--- config.mk ---
export PLATFORM = sky130hd
export DESIGN_NAME = mips_mc_ctrl
export DESIGN_NICKNAME = d
export VERILOG_FILES = /design/src/rtl/mips_mc_ctrl.sv
export SDC_FILE = /design/constraint.sdc
export NUM_CORES = 1
export LEC_CHECK = 0
export BUFFER_PORTS_ARGS = -buffer_cell sky130_fd_sc_hd__buf_2
export CAP_MARGIN = 20
export CORE_MARGIN = 2
export CORE_UTILIZATION = 30
export DETAILED_ROUTE_END_ITERATION = 16
export SLEW_MARGIN = 20
export SYNTH_ARGS = -nofsm -noshare
export SYNTH_HDL_FRONTEND = slang
export SYNTH_SLANG_ARGS = --single-unit
--- constraint.sdc ---
create_clock -name clk -period 2 [get_ports clk]
set_input_delay 0.3 -clock clk [delete_from_list [all_inputs] [get_ports clk]]
set_output_delay 0.3 -clock clk [all_outputs]
set_load 0.005 [all_outputs]
--- src/rtl/mips_mc_ctrl.sv ---
// Multi-cycle MIPS subset controller: FETCH/DECODE/EXEC/MEM/WB sequencing,
// ALU opcode/funct registers, data-memory timeout and retired-instruction counter.
module mips_mc_ctrl #(
  parameter int unsigned MEM_WAIT_MAX = 15
) (
  input  logic        clk,
  input  logic        rst_n,
  input  logic [31:0] instr,
  input  logic        instr_valid,
  input  logic        mem_ready,
  input  logic        alu_zero,
  output logic        fetch_req,
  output logic        ir_load,
  output logic [5:0]  alu_opcode,
  output logic [5:0]  alu_funct,
  output logic        alu_src_imm,
  output logic        mem_rd,
  output logic        mem_wr,
  output logic        reg_we,
  output logic        wb_sel,
  output logic        pc_we,
  output logic        pc_branch,
  output logic        illegal,
  output logic        timeout,
  output logic [15:0] retired,
  output logic [2:0]  state
);

  typedef enum logic [2:0] {
    S_FETCH  = 3'd0,
    S_DECODE = 3'd1,
    S_EXEC   = 3'd2,
    S_MEM    = 3'd3,
    S_WB     = 3'd4
  } state_t;

  // Timeout fires on the cycle whose increment would bring the counter to MEM_WAIT_MAX.
  localparam logic [3:0] WAIT_LAST = 4'(MEM_WAIT_MAX - 1);

  state_t      st;
  logic [3:0]  wait_cnt;
  logic [15:0] retired_q;
  logic        illegal_q;
  logic        timeout_q;

  logic is_r, is_lw, is_sw, is_beq, legal;
  logic unused_instr_bits;

  assign unused_instr_bits = ^instr[25:6];

  always_comb begin
    is_r   = (alu_opcode == 6'b000000) &&
             ((alu_funct == 6'b100000) || (alu_funct == 6'b100010) ||
              (alu_funct == 6'b100100) || (alu_funct == 6'b100101));
    is_lw  = (alu_opcode == 6'b100011);
    is_sw  = (alu_opcode == 6'b101011);
    is_beq = (alu_opcode == 6'b000100);
    legal  = is_r || is_lw || is_sw || is_beq;
  end

  // Strobes decode the current state and inputs; everything is held low in reset.
  always_comb begin
    fetch_req   = 1'b0;
    ir_load     = 1'b0;
    alu_src_imm = 1'b0;
    mem_rd      = 1'b0;
    mem_wr      = 1'b0;
    reg_we      = 1'b0;
    wb_sel      = 1'b0;
    pc_we       = 1'b0;
    pc_branch   = 1'b0;
    if (rst_n) begin
      case (st)
        S_FETCH: begin
          fetch_req = 1'b1;
          ir_load   = instr_valid;
        end
        S_DECODE: pc_we = !legal;
        S_EXEC: begin
          alu_src_imm = is_lw || is_sw;
          if (is_beq) begin
            pc_we     = 1'b1;
            pc_branch = alu_zero;
          end
        end
        S_MEM: begin
          alu_src_imm = is_lw || is_sw;
          mem_rd      = is_lw;
          mem_wr      = is_sw;
          if (mem_ready) pc_we = is_sw;
          else           pc_we = (wait_cnt == WAIT_LAST);
        end
        S_WB: begin
          reg_we = 1'b1;
          wb_sel = is_lw;
          pc_we  = 1'b1;
        end
        default: ;
      endcase
    end
  end

  always_ff @(posedge clk) begin
    if (!rst_n) begin
      st         <= S_FETCH;
      alu_opcode <= 6'd0;
      alu_funct  <= 6'd0;
      wait_cnt   <= 4'd0;
      retired_q  <= 16'd0;
      illegal_q  <= 1'b0;
      timeout_q  <= 1'b0;
    end else begin
      case (st)
        S_FETCH: begin
          if (instr_valid) begin
            alu_opcode <= instr[31:26];
            alu_funct  <= instr[5:0];
            st         <= S_DECODE;
          end
        end
        S_DECODE: begin
          if (legal) begin
            st <= S_EXEC;
          end else begin
            illegal_q <= 1'b1;
            st        <= S_FETCH;
          end
        end
        S_EXEC: begin
          wait_cnt <= 4'd0;
          if (is_r) begin
            st <= S_WB;
          end else if (is_lw || is_sw) begin
            st <= S_MEM;
          end else begin
            retired_q <= retired_q + 16'd1;
            st        <= S_FETCH;
          end
        end
        S_MEM: begin
          if (mem_ready) begin
            if (is_lw) begin
              st <= S_WB;
            end else begin
              retired_q <= retired_q + 16'd1;
              st        <= S_FETCH;
            end
          end else begin
            wait_cnt <= wait_cnt + 4'd1;
            if (wait_cnt == WAIT_LAST) begin
              timeout_q <= 1'b1;
              st        <= S_FETCH;
            end
          end
        end
        S_WB: begin
          retired_q <= retired_q + 16'd1;
          st        <= S_FETCH;
        end
        default: st <= S_FETCH;
      endcase
    end
  end

  assign illegal = illegal_q;
  assign timeout = timeout_q;
  assign retired = retired_q;
  assign state   = st;

endmodule

Word level (Yosys, flattened, before mapping)
Cells that the tools add are included.
- logic and storage cells: 86
- output and inout bits: 42
- bits in registers: 37
- bits of input ports: 37
- $add $sub $neg: 2
- bitwise operators: 2
- equal/unequal tests: 19
- reductions and logical operators: 20
- multiplexer cells: 36
- operators with widths (operator ; count):
    $mux W16 ; 4
    $pmux W16 S3 ; 1
    $eq A6 B6 Y1 const B ; 6
    $mux W1 ; 20
    $add A16 B1 Y16 const B ; 1
    $mux W3 ; 5
    $ne A2 B2 Y1 const B ; 6
    $pmux W3 S4 ; 1
    $pmux W4 S2 ; 1
    $reduce_and A2 Y1 ; 4
    $logic_or A1 B1 Y1 ; 7
    $eq A3 B2 Y1 const B ; 2
    $eq A6 B3 Y1 const B ; 1
    $logic_not A6 Y1 ; 1
    $reduce_and A5 Y1 ; 1
    $add A4 B1 Y4 const B ; 1
    $eq A4 B4 Y1 const B ; 1
    $mux W2 ; 2
    $mux W4 ; 1
    $pmux W1 S4 ; 1
    $eq A3 B1 Y1 const B ; 1
    $eq A3 B3 Y1 const B ; 1
    $logic_not A3 Y1 ; 1
    $ne A3 B3 Y1 const B ; 1
    other kinds (7) ; 8

Logic depth before layout (Yosys ltp)
Gate-level depths: netlist (run 1).
- word-level depth: 11
- gate-level depth with buffers: 8
- depth with buffers taken out: 7

Worst setup path after synthesis (run 1)
OpenSTA, ideal clock, no wires.
- path kind: register -> register
- start point: register st[1], in the netlist state[1]
- end point: register retired_q[1], in the netlist retired[1]
- data required time: 1872 ps
- setup time: 128 ps
- setup slack: 191 ps
- stages on the path, launching flop included: 8
- arrival time: 1682 ps
- buffers on the path: 2
- period minus slack after synthesis: 1809 ps
- path through: dfxtp_1 or3b_2 nor2_1 a22o_1 buf_6 buf_4 mux2i_1 nor2_1
- word-level cells in the longest chain between the ends: 3
- elaborated cells between the ends (all ways): 10
- classes of those cells: eq/ne: 7; mux: 1; reduce/logical: 2
- ends and longest elaborated chain (item ; line ; source):
    start: declaration ; 40 ; state_t st;
    start signal: assignment ; 105 ; st <= S_FETCH;
    start signal: assignment ; 118 ; st <= S_DECODE;
    start signal: assignment ; 123 ; st <= S_EXEC;
    $eq A3 B2 Y1 / $eq A3 B3 Y1 (equally long branches) ; 113 ; case (st)
    $ne A2 B2 Y1 (no line) / $reduce_bool A3 Y1 (equally long branches) ; - ;
    $reduce_and A5 Y1 (no line) ; - ;
    end signal: assignment ; 136 ; retired_q <= retired_q + 16'd1;
    end signal: assignment ; 145 ; retired_q <= retired_q + 16'd1;
    end signal: assignment ; 157 ; retired_q <= retired_q + 16'd1;
    end: declaration ; 42 ; logic [15:0] retired_q;
Parallel ways exist; a longest one is shown, timed or not.
A chain may end at the register's enable or synchronous reset.

Final worst setup path (run 1)
- start point: register alu_opcode[1]
- end point: output port pc_we
- word-level cells in the longest chain between the ends: 8
- elaborated cells between the ends (all ways): 13
- classes of those cells: eq/ne: 3; mux: 4; reduce/logical: 6
- ends and longest elaborated chain (item ; line ; source):
    start: declaration ; 14 ; output logic [5:0] alu_opcode,
    start signal: assignment ; 116 ; alu_opcode <= instr[31:26];
    $logic_not A6 Y1 ; 52 ; is_r = (alu_opcode == 6'b000000) &&
    $logic_and A1 B1 Y1 ; 52 ;
    $logic_or A1 B1 Y1 (3 in series) ; 58 ; legal = is_r || is_lw || is_sw || is_beq;
    $logic_not A1 Y1 ; 78 ; S_DECODE: pc_we = !legal;
    $pmux W1 S4 * ; 73 ; case (st)
    $mux W1 * ; 72 ; if (rst_n) begin
    end: declaration ; 21 ; output logic pc_we,
Every way passes the cells marked *; elsewhere a longest branch is shown, timed or not.

==> results of run 1 <==
==> cells by family after synthesis <==
group | after synthesis | share of synthesized area (%)
adders and majority gates | 3 | 2.019
xor gates and xnor gates | 4 | 1.884
and+or+nand+nor | 114 | 30.96
AOI/OAI and AO/OA | 53 | 17.83
DFF | 37 | 39.84
buffers and inverters | 19 | 5.248
muxes | 4 | 2.221
==> cell type report <==
cell class | count | share of cell area, %
multi-input cells | 178 | 41.68
flip-flops and latches | 37 | 28.04
repair buffers | 89 | 21.59
well taps | 75 | 3.505
clock buffers | 7 | 3.224
clock inverters | 1 | 1.121
inverters | 6 | 0.8411
==> worst max-delay path, stage by stage (launching register included) <==
cell and delay, ns:
dfxtp_1 0.31, or4_4 0.56, o22ai_2 0.23, nor4_4 0.07
o21a_1 0.20, buf_2 0.12
==> power by group <==
| part | internal, mW | switching [mW] |
|---|---|---|
| Clock | 0.407 | 0.265 |
| Sequential | 0.752 | 0.0172 |
| Combinational | 0.0933 | 0.0976 |
==> what timing repair did <==
item | CTS | global route
cloned | 0 | 2
buffers inserted | 7 | 6
setup endpoints to repair | 8 | 13
endpoints found under the hold margin | 0 | 0
resized for setup | 6 | 23
pin swaps | 4 | 6
==> state kept, by name, indices dropped and copies added, names as in the netlist <==
register    count
state           3
alu_opcode      6
illegal         1
wait_cnt        4
retired        16
alu_funct       6
timeout         1
==> how the worst min path moves through the flow <==
| stage | cells past startpoint | to | slack (ns) |
|---|---|---|---|
| floorplan | 2 | alu_funct[0] | 0.44 |
| global placement | 1 | illegal | 0.45 |
| detailed placement | 1 | timeout | 0.45 |
| CTS | 3 | alu_opcode[5] | 0.24 |
| global route | 3 | alu_funct[5] | 0.24 |
| finish | 3 | alu_opcode[0] | 0.25 |
==> metrics by stage <==
stage / hold WS (ns) / total power [mW]
after CTS: 0.2409 / 1.624
after detailed placement: 0.4511 / 0.9349
after global placement: 0.4470 / 0.9336
final: 0.2456 / 1.632
after global routing: 0.2383 / 1.700
after floorplan: 0.4360 / 0.8625
==> routing by layer <==
metal / track usage (%) / up-vias / part of all wire (%)
met4: 3.934 / 0 / 0.73
met2: 23.71 / 52 / 46
li1: - / 1006 / -
met5: 0 / - / 0
met1: 21.97 / 917 / 48
met3: 4.239 / 2 / 4.9
==> placed cells by master (no fill, tap or decap), types with 3 or more instances in the layout <==
cell type / synthesis / routed
inv_1: 6 / 6
nand4_1: 3 / 3
dfxtp_1: 37 / 33
buf_2: 3 / 58
or2_2: 3 / 3
and3_1: 3 / 3
o21a_1: 6 / 6
o31ai_1: 7 / 6
xor2_1: 4 / 4
clkbuf_8: 0 / 6
or4_1: 10 / 7
or3_1: 3 / 3
nor4_1: 7 / 5
a21oi_1: 24 / 22
nor2_1: 17 / 15
nor2b_1: 3 / 3
nor3_1: 5 / 5
ha_1: 3 / 3
nand2_1: 43 / 43
or4_4: 0 / 3
mux2i_1: 3 / 3
a31oi_1: 4 / 4
and2_1: 3 / 3
buf_4: 2 / 26
nand3_1: 6 / 6
==> results.sh, run 1 <==
export IMPL_ff2ff_setup_slack_ns=-0.07
export IMPL_worstHoldStart="instr[26]"
export IMPL_io_buffers=58
export IMPL_clkSlewWorstSetupHoldPaths_ns=0.08
export IMPL_grt_pass1_wl_um=8217
export IMPL_synth_top_cell_area_share_pct=39.84
export IMPL_grt_max_degree=30
export IMPL_numCtsBuffers=5
export IMPL_hold_class="in -> reg"
export IMPL_dp_cells=371
export IMPL_grtUsageTotal_pct=15.66
export IMPL_slew_violations=0
export IMPL_status="complete, but fails checks"
export IMPL_ys_ff_latch=37
export IMPL_p_leak_nw=1.150
export IMPL_setup_worst_path_start="alu_opcode[1]"
export IMPL_fin_nets=357
export IMPL_fmax_ghz=0.4776
export IMPL_wirelength_um=5454
export IMPL_ys_dominant_reg_cell="dfxtp_1"
export IMPL_diodes=0
export IMPL_ys_warn_count=0
export IMPL_clock_skew_ns=0.01127
export IMPL_fill_cells=612
export IMPL_syn_area_sq_um=1859
export IMPL_grt_overflow_total=0
export IMPL_cp_arrival_ns=1.79
export IMPL_syn_nets=274
export IMPL_dpl_hpwl_um=3654
export IMPL_synthTopCellsByArea="dfxtp_1 40%, nand2_1 8.7%, a21oi_1 6.5%, or4_1 4.0%, nor2_1 3.4%"
export IMPL_synth_enable_flop_cells=0
export IMPL_cts_tree="built"
export IMPL_cp_end_kind="output port"
export IMPL_maxCapViolCount=0
export IMPL_instances_no_fill=393
export IMPL_finalCoreUtilization_pct=44.96
export IMPL_worst_slew_pin_transition_ns=0.3300
export IMPL_wl_per_cell_um=13.88
export IMPL_die_area_sq_um=6843
export IMPL_register_area_sq_um=750.7
export IMPL_power_density_nw_per_um2=609.7
export IMPL_cp_max_fo=3
export IMPL_yosysTopAreaCell="dfxtp_1"
export IMPL_ctsRootBufferMaster="clkbuf_8"
export IMPL_rsz0062_at_grt="true"
export IMPL_synth_cell_types=39
export IMPL_final_area_sq_um=2678
export IMPL_die_h_um=82.73
export IMPL_first_pass_iters=4
export IMPL_die_w_um=82.73
export IMPL_period_share_pct=104.7
export IMPL_cts_sinks=37
export IMPL_rr_worst_depth=11
export IMPL_start_util_pct=31.22
export IMPL_core_area_sq_um=5956
export IMPL_viasPerCell=5.031
export IMPL_crit_end="pc_we"
export IMPL_crit_type="reg -> out"
export IMPL_drt_iter0_drc=88
export IMPL_drive_gt1_share_pct=38.05
export IMPL_clockBufferDepth=2
export IMPL_yosysSeqAreaShare_pct=39.84
export IMPL_violations="setup timing"
export IMPL_critPathLaunchType="register"
export IMPL_ir_drop_v=0.0003909
export IMPL_critPathRequiredTime_ns=1.70
export IMPL_htreeDepth=2
export IMPL_area_delta_synth_final_pct=44.01
export IMPL_multi_input_area_sq_um=1116
export IMPL_ctsHoldBuffers=0
export IMPL_slew_headroom_pct=77.97
export IMPL_postSynthAreaPerCell_sq_um=7.946
export IMPL_r2r_start="alu_opcode[1]"
export IMPL_fin_ws_ns=-0.09381
export IMPL_synth_cells=234
export IMPL_finalHoldViolations=0
export IMPL_io_pins=79
export IMPL_r2r_end="state[1]"
export IMPL_antenna_found_initial=0
export IMPL_gp_congestion=0.8857
export IMPL_yosysMostFrequentCell="nand2_1"
export IMPL_min_period_ns=2.094
export IMPL_vias=1977
export IMPL_dpl_instance_area_sq_um=2308
export IMPL_setup_viol=3
export IMPL_synth_common_cells="43 x nand2_1, 37 x dfxtp_1, 24 x a21oi_1, 17 x nor2_1, 10 x or4_1"
export IMPL_rows=28
export IMPL_grt_pass1_vias=1664
export IMPL_async_reset_ff_share_pct=0
export IMPL_ant_nets=0
export IMPL_dp_slack_ns=0.004559
export IMPL_drc=0
export IMPL_clk_latency_ns=0.29
export IMPL_fin_setup_tns_ns=-0.2225
No activity file was read; power rests on OpenSTA's default activity.
==> inputs of run 2 (changes only) <==
==> constraint.sdc (replaced) <==
create_clock -name clk -period 2 [get_ports clk]
set_input_delay 0.6 -clock clk [delete_from_list [all_inputs] [get_ports clk]]
set_output_delay 0.6 -clock clk [all_outputs]
set_load 0.005 [all_outputs]
==> run 2 against run 1 <==
Against the previous run: the flow still finishes with violations (setup timing); critical path depth stayed put; non-clock buffer count is 12 higher; first-iteration DRC count is 3.4% higher; flip-flop and latch count stayed put; maximum frequency is 11% lower; clock power is 23% lower; worst hold slack better by 0.23 ns; final cell count is 3.1% higher; via count is 3.0% higher; sequential power hardly changed; worst setup slack worse by 0.25 ns.
==> results.sh, run 2 (same netlist as run 1, synthesis figures left out) <==
export IMPL_ir_drop_v=0.0003445
export IMPL_start_util_pct=31.22
export IMPL_p_int_mw=1.094
export IMPL_core_area_sq_um=5956
export IMPL_diodes=0
export IMPL_htreeDepth=2
export IMPL_final_cell_mix="57 x buf_2, 41 x nand2_1, 34 x dfxtp_1, 34 x buf_4, 17 x a21oi_1"
export IMPL_grtUsageTotal_pct=16.38
export IMPL_finalCoreUtilization_pct=47.10
export IMPL_sw_frac_of_total_pct=26.21
export IMPL_finalHoldViolations=0
export IMPL_hold_depth=1
export IMPL_hold_class="reg -> reg"
export IMPL_cp_end_kind="output port"
export IMPL_min_period_ns=2.346
export IMPL_clkSlewWorstSetupHoldPaths_ns=0.07
export IMPL_viasPerCell=5.027
export IMPL_cp_max_fo=3
export IMPL_io_buffers=58
export IMPL_final_common_cell="buf_2"
export IMPL_drt_iter0_drc=91
export IMPL_fin_nets=369
export IMPL_violations="setup timing"
export IMPL_power_density_nw_per_um2=528.6
export IMPL_status="complete, but fails checks"
export IMPL_cp_arrival_ns=1.75
export IMPL_register_area_sq_um=744.5
export IMPL_dpl_instance_area_sq_um=2451
export IMPL_holdWs_ns=0.4758
export IMPL_worst_slew_pin_transition_ns=0.3301
export IMPL_area_delta_synth_final_pct=50.87
export IMPL_pwr_share_clk_pct=34.9
export IMPL_cts_tree="built"
export IMPL_die_h_um=82.73
export IMPL_rsz0062_at_grt="true"
export IMPL_drc=0
export IMPL_crit_chain="or4_4 -> o21a_1 -> o22ai_1 -> o21a_1 -> buf_2"
export IMPL_fin_setup_tns_ns=-1.811
export IMPL_final_area_sq_um=2805
export IMPL_first_pass_iters=4
export IMPL_critPathMostFrequentCell="o21a_1"
export IMPL_ant_nets=0
export IMPL_fin_ws_ns=-0.3456
export IMPL_wl_per_cell_um=13.86
export IMPL_clockBufferDepth=2
export IMPL_cts_sinks=37
export IMPL_fmax_ghz=0.4263
export IMPL_die_area_sq_um=6843
export IMPL_drive_gt1_share_pct=44.24
export IMPL_die_w_um=82.73
export IMPL_setup_viol=17
export IMPL_p_sw_mw=0.3887
export IMPL_p_leak_nw=1.204
export IMPL_dpl_hpwl_um=3954
export IMPL_period_share_pct=117.3
export IMPL_ctsRootBufferMaster="clkbuf_8"
export IMPL_largest_reg_flops=16
export IMPL_gp_congestion=0.8412
export IMPL_critPathRequiredTime_ns=1.40
export IMPL_slowest_delay_ns=0.55
export IMPL_numCtsBuffers=5
export IMPL_rows=28
export IMPL_grt_max_degree=24
export IMPL_cpMaxStageDelayCell="or4_4"
export IMPL_pwr_share_seq_pct=51.8
export IMPL_clk_latency_ns=0.30
export IMPL_crit_type="reg -> out"
export IMPL_wirelength_um=5613
export IMPL_critPathLaunchType="register"
export IMPL_vias=2036
export IMPL_io_pins=79
export IMPL_multi_input_area_sq_um=1172
export IMPL_clock_skew_ns=0.01394
export IMPL_slew_headroom_pct=77.64
export IMPL_slew_violations=0
export IMPL_grt_pass1_wl_um=8597
export IMPL_fill_cells=600
export IMPL_rr_worst_depth=9
export IMPL_p_comb_share_pct=13.3
export IMPL_grt_pass1_vias=1832
export IMPL_maxCapViolCount=0
export IMPL_grt_overflow_total=0
export IMPL_finalPower_mw=1.483
export IMPL_ctsHoldBuffers=0
export IMPL_antenna_found_initial=0
-- run 2: changes by cell type in the layout (fill, tap and decap cells not counted), sizes merged --
cell	delta
bufinv	-1
clkinv	+2
clkbuf	-1
buf	+12
-- run 2: worst max-delay path, delay by kind of cell, from the launching register on --
family                 cells  cell delay, ns
and+or+nand+nor            1            0.55
AOI/OAI and AO/OA          3            0.47
DFF                        1            0.32
buffers and inverters      1            0.11
-- run 2: stage by stage --
stage	setup WS (ns)	cells
4_1_cts	-0.3551	399
5_1_grt	-0.4420	405
3_3_place_gp	-0.1162	390
2_1_floorplan	0.07116	234
3_5_place_dp	-0.1297	390
6_report	-0.3456	405
-- run 2: area by class of cell --
| class | count | area share (%) |
|---|---|---|
| multi-input combinational | 178 | 41.79 |
| sequential | 37 | 26.54 |
| timing repair buffer | 101 | 24.58 |
| tap | 75 | 3.345 |
| clock buffer | 6 | 2.587 |
| inverter | 6 | 0.8029 |
| clock inverter | 2 | 0.3568 |
-- run 2: worst paths after layout --
check             slack [ns]     startpoint     endpoint
setup / recovery       -0.35  alu_opcode[0]        pc_we
hold / removal          0.48        illegal      illegal
setup reg to reg       -0.12  alu_opcode[0]  retired[15]
hold reg to reg         0.48        illegal      illegal
-- run 2: routing by layer --
layer	wire length, um	global-route usage (%)	vias to the layer above
li1	-	-	1024
met2	2597	26.37	58
met3	334	4.457	4
met5	0	0	-
met1	2630	21.35	950
met4	51	4.918	0
-- run 2: power by group through the flow --
stage                     logic [mW]  clock network (mW)  registers (mW)
after floorplan               0.0768                   0           0.786
after global placement         0.173                   0           0.783
after detailed placement       0.175                   0           0.784
after CTS                      0.182               0.525           0.768
after global routing           0.219               0.573           0.771
final                          0.197               0.517           0.769
-- run 2: repair_timing --
item                       4_1_cts  5_1_grt
gates resized for setup          9       34
cloned                           0        3
setup buffers                    1        3
setup endpoints to repair        7       19
pin swaps                       12       26
